--- config.mk ---
export PLATFORM = sky130hd
export DESIGN_NAME = fxp_mul_seq
export DESIGN_NICKNAME = d
export VERILOG_FILES = /design/src/rtl/fxp_mul_seq.sv
export SDC_FILE = /design/constraint.sdc
export NUM_CORES = 1
export LEC_CHECK = 0
export ABC_AREA = 1
export CORE_AREA = 2 2 191 193
export CTS_BUF_LIST = sky130_fd_sc_hd__clkbuf_4 sky130_fd_sc_hd__clkbuf_8
export DETAILED_ROUTE_END_ITERATION = 16
export DIE_AREA = 0 0 193 195
export PLACE_DENSITY = 0.62
export SLEW_MARGIN = 10
export SYNTH_ARGS = -nofsm -noshare
export SYNTH_HDL_FRONTEND = slang
export SYNTH_SLANG_ARGS = --single-unit
--- constraint.sdc ---
create_clock -name clk -period 3.75 [get_ports clk]
set_input_delay 0.75 -clock clk [delete_from_list [all_inputs] [get_ports clk]]
set_output_delay 0.75 -clock clk [all_outputs]
set_load 0.005 [all_outputs]
--- src/rtl/fxp_mul_seq.sv ---
// Sequential signed fixed-point multiplier (Q(WIDTH-FBITS).FBITS).
// Magnitudes are multiplied with a shift-add loop, one multiplier bit per
// cycle. The sign is reapplied after rounding, and the result is then
// saturated or wrapped. Valid/ready handshakes are used on both sides.
module fxp_mul_seq #(
    parameter int WIDTH = 25,
    parameter int FBITS = 20,
    parameter bit SAT   = 1'b1
) (
    input  logic                    clk,
    input  logic                    rst_n,
    input  logic                    in_valid,
    output logic                    in_ready,
    input  logic signed [WIDTH-1:0] in_a,
    input  logic signed [WIDTH-1:0] in_b,
    input  logic [1:0]              in_rmode,
    output logic                    out_valid,
    input  logic                    out_ready,
    output logic signed [WIDTH-1:0] out_data,
    output logic                    out_ovf
);

    localparam int ACC_W = 2 * WIDTH;
    localparam int CNT_W = $clog2(WIDTH);

    typedef enum logic [1:0] {IDLE, MUL, RND, OUT} state_t;

    state_t             state;
    state_t             state_nxt;
    logic               sign;
    logic [WIDTH-1:0]   mag_a;
    logic [WIDTH-1:0]   mag_b;
    logic [1:0]         rmode;
    logic [ACC_W-1:0]   acc;
    logic [CNT_W-1:0]   cnt;
    logic               ovf_q;
    logic               accept;
    logic               last_bit;

    // Drop the fraction bits of the unsigned product and apply the rounding
    // increment. The rounding is done on the magnitude, so mode 1 rounds
    // halves away from zero.
    function automatic logic [ACC_W-1:0] round_mag(input logic [ACC_W-1:0] a,
                                                   input logic [1:0]       rm);
        logic [ACC_W-1:0] q;
        logic [FBITS-1:0] r;
        logic [FBITS-1:0] half;
        logic             inc;
        q             = a >> FBITS;
        r             = a[FBITS-1:0];
        half          = '0;
        half[FBITS-1] = 1'b1;
        case (rm)
            2'd1:    inc = (r >= half);
            2'd2:    inc = (r > half) || ((r == half) && q[0]);
            default: inc = 1'b0;
        endcase
        return q + ACC_W'(inc);
    endfunction

    // Reapply the sign and flag overflow. The negative range holds one more
    // magnitude (2^(W-1)) than the positive range. Returns {ovf, data}.
    function automatic logic [WIDTH:0] sign_sat(input logic [ACC_W-1:0] m,
                                                input logic             s);
        logic [ACC_W-1:0] lim;
        logic [ACC_W-1:0] v;
        logic [WIDTH-1:0] d;
        logic             ovf;
        lim = ACC_W'(1) << (WIDTH - 1);
        ovf = s ? (m > lim) : (m >= lim);
        v   = s ? (~m + ACC_W'(1)) : m;
        d   = v[WIDTH-1:0];
        if (ovf && SAT) begin
            d = s ? {1'b1, {(WIDTH-1){1'b0}}} : {1'b0, {(WIDTH-1){1'b1}}};
        end
        return {ovf, d};
    endfunction

    assign accept   = in_valid && in_ready;
    assign last_bit = (cnt == CNT_W'(WIDTH - 1));

    // State register; reset aborts any operation in flight.
    always_ff @(posedge clk) begin
        if (!rst_n) begin
            state <= IDLE;
        end else begin
            state <= state_nxt;
        end
    end

    // Next-state decode.
    always_comb begin
        state_nxt = state;
        case (state)
            IDLE:    if (in_valid)  state_nxt = MUL;
            MUL:     if (last_bit)  state_nxt = RND;
            RND:                    state_nxt = OUT;
            OUT:     if (out_ready) state_nxt = IDLE;
            default:                state_nxt = IDLE;
        endcase
    end

    // Handshake outputs decoded from the state. ovf is masked outside OUT.
    always_comb begin
        in_ready  = (state == IDLE);
        out_valid = (state == OUT);
        out_ovf   = ovf_q && (state == OUT);
    end

    // Operand capture and the shift-add loop: multiplier bits LSB first.
    always_ff @(posedge clk) begin
        if (accept) begin
            sign  <= in_a[WIDTH-1] ^ in_b[WIDTH-1];
            mag_a <= in_a[WIDTH-1] ? $unsigned(-in_a) : $unsigned(in_a);
            mag_b <= in_b[WIDTH-1] ? $unsigned(-in_b) : $unsigned(in_b);
            rmode <= in_rmode;
            acc   <= '0;
            cnt   <= '0;
        end else if (state == MUL) begin
            if (mag_a[cnt]) begin
                acc <= acc + ({{WIDTH{1'b0}}, mag_b} << cnt);
            end
            cnt <= cnt + CNT_W'(1);
        end
    end

    // Round, sign and saturate into the result register; held through OUT.
    always_ff @(posedge clk) begin
        if (!rst_n) begin
            out_data <= '0;
            ovf_q    <= 1'b0;
        end else if (state == RND) begin
            {ovf_q, out_data} <= sign_sat(round_mag(acc, rmode), sign);
        end
    end

endmodule

Word-level counts from Yosys, hierarchy flattened
Index checks and enable logic that the tools add are counted.

Add/subtract/negate cells: 6. Magnitude comparators: 5. Equal/unequal tests: 10. Shift-type cells: 1. Mux-type cells: 15. Bitwise gates (word level): 2. Reductions and logical operators: 7.

Operators with widths (number): 2-to-1 mux 25 bit (3); adder 50 bit (1); negator 25 bit (2); << shifter 25 x 5 -> 50 bit (1); 2-to-1 mux 24 bit (2); adder 30 x 1 -> 31 bit (1); greater-or-equal comparator 31 x 25 -> 1 bit (second input constant) (1); > comparator 31 x 25 -> 1 bit (second input constant) (1); adder 25 x 1 -> 25 bit (second input constant) (1); inverter 25 bit (1); == test 20 bit (second input constant) (1); greater-or-equal comparator 20 bit (second input constant) (1); > comparator 20 bit (second input constant) (1); case mux 2 bit (4 select lines) (1); == test 2 bit (second input constant) (3); less-than comparator 5 x 6 -> 1 bit (second input constant) (1); 2-to-1 mux 2 bit (3); adder 5 x 1 -> 5 bit (second input constant) (1); binary-select mux 1 bit (select 5 bit) (1); == test 5 bit (second input constant) (1); == test 2 x 1 -> 1 bit (second input constant) (2); 2-to-1 mux 1 bit (4); != test 2 bit (second input constant) (2); logical AND 1 bit (3); other kinds (7) (7).

Flip-flop bits (word level): 136. Input port bits: 56. Output and inout port bits: 28. Word-level logic and storage cells: 57.

Longest topological paths before layout
Depth in word-level cells: 11. Depth in mapped cells: 29. Depth with buffers taken out: 26.

Least setup slack after synthesis
Ideal clock, no wire load.

Kind: flip-flop to flip-flop. Start point: reg cnt[0]. End point: reg acc[38]. Library setup time: 0.109 ns. Arrival: 3.649 ns. Data required time: 3.641 ns. Path slack: -0.008 ns. Stages on the path, launching flop included: 21. Path buffers: 4. Period minus slack after synthesis: 3.758 ns. Cells stage by stage: dfxtp_1 buf_2 buf_2 clkbuf_1 buf_2 nor4_1 inv_1 nor3_1 ha_1 inv_1 fa_1 o21ai_0 a21boi_0 o21bai_1 a21oi_1 o21ai_0 nand2_1 nand3_1 nand3_1 nand2_1 inv_1.

Longest elaborated chain between the ends: 3. Elaborated cells on any way between the ends: 5. Those cells by class: add/sub: 1; shift: 1; mux: 2; reduce/logical: 1.

Ends and longest elaborated chain: start: declaration (line 35) `logic [CNT_W-1:0] cnt;`; start signal: assignment (line 123) `cnt <= cnt + CNT_W'(1);`; branches (longest 3 deep; another with adder 50 bit); end signal: assignment (line 121) `acc <= acc + ({{WIDTH{1'b0}}, mag_b} << cnt);`; end: declaration (line 34) `logic [ACC_W-1:0] acc;`.

Several ways; the timed one is not identified. The select of a mux whose other input is x is not followed. A chain may end at the register's enable or synchronous reset.

Worst setup path after layout
Start point: reg cnt[0]. End point: reg acc[44].

The elaborated chain is that of the path after synthesis.

==> impl_metrics.tcl <==
set metrics [dict create \
    ir_drop_uv 270 \
    ant_nets 0 \
    crit_path_max_fanout 30 \
    async_reset_ff_share_pct 0 \
    status "complete, no violations" \
    synthFlopType "dfxtp_1" \
    multi_input_area_sq_um 8380 \
    syn_to_final_growth_pct 29.0 \
    finalMaxSlewViolations 0 \
    die_w_microns 193 \
    final-seq-area_sq_um 3260 \
    period_minus_slack_ns 3.55 \
    syn_inst 1920 \
    p_sw_w 0.00552 \
    vias 13300 \
    swShare_pct 47.2 \
    grt_pass1_wl_mm 62.3 \
    start_kind "flop" \
    drc 0 \
    n_antenna_cell 0 \
    tritoncts "built" \
    cts.sinks 136 \
    pwr-share-clk_pct 12.6 \
    utilization_pct 44.6 \
    numCtsBuffers 17 \
    ys.warnings.count 0 \
    grt_pass1_vias 12600 \
    crit_slowest_cell "ha_1" \
    cp_cell_sequence "buf_12, nand2_1, o21ai_0, or2_2, o21a_1, nand2_1, o21ai_0, o21ai_1, buf_4, o22ai_1, ha_1, nand2_1, nor2_1, inv_1, nor4_4, buf_4, nand3_1, nand3_2, xor2_1, o21ai_0, inv_1" \
    power_density_nw_per_um2 741 \
    path_buf_inv 5 \
    clkLatencyLatePin_ns 0.48 \
    period_share_pct 94.7 \
    combinationalPowerShare_pct 66.8 \
    hold_path_class "reg2reg" \
    synth_seq_cells 136 \
    max_slew_margin_pct 48.0 \
    critical-path-max-stage-delay_ns 0.39 \
    rr_startpoint "cnt[0]" \
    synth_edf_count 53 \
    drive_gt1_share_pct 16.3 \
    p_int_w 0.00618 \
    drt_wl_total_mm 38.4 \
    clockBufferDepth 2 \
    fillers 3720 \
    grt_setup_unrepaired "yes" \
    clock.fmax_ghz 0.282 \
    p_leak_nw 6.97 \
    globalplace.congestion 0.936 \
    ios 84 \
    drv_cap 0 \
    p_seq_share_pct 20.6 \
    yosysSeqAreaShare_pct 26.6 \
    clk_pin_slew_ns 0.09 \
    dp_hpwl_mm 30.7 \
    min_from "out_data[24]" \
    dieArea_sq_um 37600 \
    avgViaCountPerCell 5.09 \
    num_rows 69 \
    root_buffer "clkbuf_8" \
    grt_antenna_before_repair 0 \
    tns_ns 0 \
    ys_types 51 \
    fin_worst_skew_ns 0.0187 \
    wire_per_inst_microns 14.7 \
    synth.top_cell.area_share_pct 14.0 \
    hold_viol_final 0 \
    synth_area_leaders "nand2_1, dfxtp_1, edfxtp_1" \
    fin_nets 2265 \
    crit_start "cnt[0]" \
    syn-num-nets 2039 \
    syn_avg_cell_area_sq_um 6.38 \
    die_h_microns 195 \
    setup_violations 0 \
    drt_iter0_drc 847 \
    critPathArrivalTime_ns 3.92 \
    core-area_sq_um 35400 \
    reg2reg_slack_ns 0.20 \
    cts_hold_buf 0 \
    drt-pass1-iter-count 6 \
    crit_required_ns 4.12 \
    start_util_pct 34.6 \
    grt_use_total_pct 20.5 \
    end_kind "flop" \
    grt-ovfl-total 0 \
    max_slew.worst_pin.slew_ns 0.779 \
    syn_area_sq_um 12200 \
    grt_max_degree 62 \
    synth_area_leader_cell "nand2_1" \
    cp_top_family "simple AND/OR/NAND/NOR gates" \
    htreeDepth 4 \
    criticalPathCategory "reg2reg" \
    portBuffers 83 \
]
==> flip-flops by register name, indices dropped and copies added (netlist names) <==
name / count
state: 2
cnt: 5
mag_b: 25
mag_a: 25
ovf_q: 1
acc: 50
rmode: 2
sign: 1
out_data: 25
==> stage by stage <==
step           cells  total power, W  worst slack (ns)  instance area (sq um)  hold WS (ns)
6_report        2620          0.0117             0.201                  15800         0.480
4_1_cts         2607          0.0112           0.00745                  15300         0.488
5_1_grt         2620          0.0127           -0.0450                  15800         0.502
3_3_place_gp    2575         0.00959            -0.123                  14800         0.464
2_1_floorplan   1920         0.00671            0.0205                  12200         0.448
3_5_place_dp    2575         0.00965            -0.149                  14800         0.471
==> timing repair <==
action / CTS / global route
gates cloned: 0 / 1
pin swaps: 0 / 27
setup buffers: 0 / 12
resized for setup: 8 / 146
hold endpoints to repair: 0 / 0
setup endpoints to repair: 30 / 57
==> final cells by class <==
class,instances,area share (%)
clock buffers,19,1.58
well taps,461,3.65
clock inverters,13,1.36
inverters,204,4.85
repair buffers,272,14.9
flip-flops and latches,136,20.6
multi-input cells,1515,53.1
==> cells by family after synthesis <==
family,share of synthesized area [%]
multiplexers,0.899
AND/OR/NAND/NOR,32.7
flip-flops,26.6
buffers and inverters,8.44
adder cells (fa/ha/maj),6.50
AO/OA/AOI/OAI,17.8
XOR/XNOR,7.08
==> cells in the final DEF (no fill, tap or decap), drive strengths merged, types with 2 or more instances in the layout <==
| master | n |
|---|---|
| o211ai | 4 |
| o31ai | 2 |
| dfxtp | 83 |
| o211a | 2 |
| a21boi | 3 |
| clkbuf | 19 |
| o21a | 13 |
| nand3 | 133 |
| a21o | 3 |
| bufinv | 5 |
| clkinv | 5 |
| inv | 206 |
| o21bai | 8 |
| xnor2 | 37 |
| nor3 | 40 |
| o221ai | 2 |
| o21ai | 195 |
| nor2 | 253 |
| clkdlybuf4s50 | 83 |
| ha | 62 |
| nand4 | 25 |
| a31o | 2 |
| nor4 | 11 |
| buf | 189 |
| o22ai | 8 |
| a211oi | 4 |
| xor2 | 62 |
| a21oi | 147 |
| mux2i | 11 |
| edfxtp | 53 |
| nand2 | 467 |
| nand3b | 5 |
| or2 | 4 |
| a31oi | 7 |
==> layer usage <==
| metal | vias up | routed length, microns | global-route usage [%] |
|---|---|---|---|
| met4 | 0 | 907 | 5.56 |
| met1 | 6105 | 17800 | 27.0 |
| met5 | - | 0 | 0 |
| met2 | 337 | 18100 | 35.4 |
| li1 | 6833 | - | - |
| met3 | 54 | 1610 | 2.41 |
==> tightest hold or removal path, stage by stage (launching register included) <==
cell and delay (ns):
dfxtp_1 0.32, nand2_1 0.06, a21oi_1 0.06
==> final timing paths <==
kind	endpoint	cells after the start
setup reg to reg	acc[44]	21
setup / recovery	acc[44]	21
hold / removal	out_data[24]	2
hold reg to reg	out_data[24]	2
==> power groups by stage <==
stage	Combinational [W]	Clock (W)	Sequential, W
finish	0.00781	0.00148	0.00241
global placement	0.00718	0	0.00242
detailed placement	0.00722	0	0.00243
CTS	0.00727	0.00151	0.00240
global route	0.00871	0.00157	0.00246
floorplan	0.00442	0	0.00230
==> synth_stat cells (7+ instances only) <==
cell type / n
a21oi_1: 146
a31oi_1: 7
buf_1: 10
clkbuf_1: 48
dfxtp_1: 83
edfxtp_1: 53
ha_1: 62
inv_1: 196
mux2i_1: 11
nand2_1: 457
nand2_2: 9
nand3_1: 128
nand4_1: 25
nor2_1: 236
nor2_2: 11
nor3_1: 39
nor4_1: 11
o21a_1: 13
o21ai_0: 183
o21ai_1: 12
o21bai_1: 7
o22ai_1: 8
xnor2_1: 37
xor2_1: 62
Power figures use the tool's default switching activity.
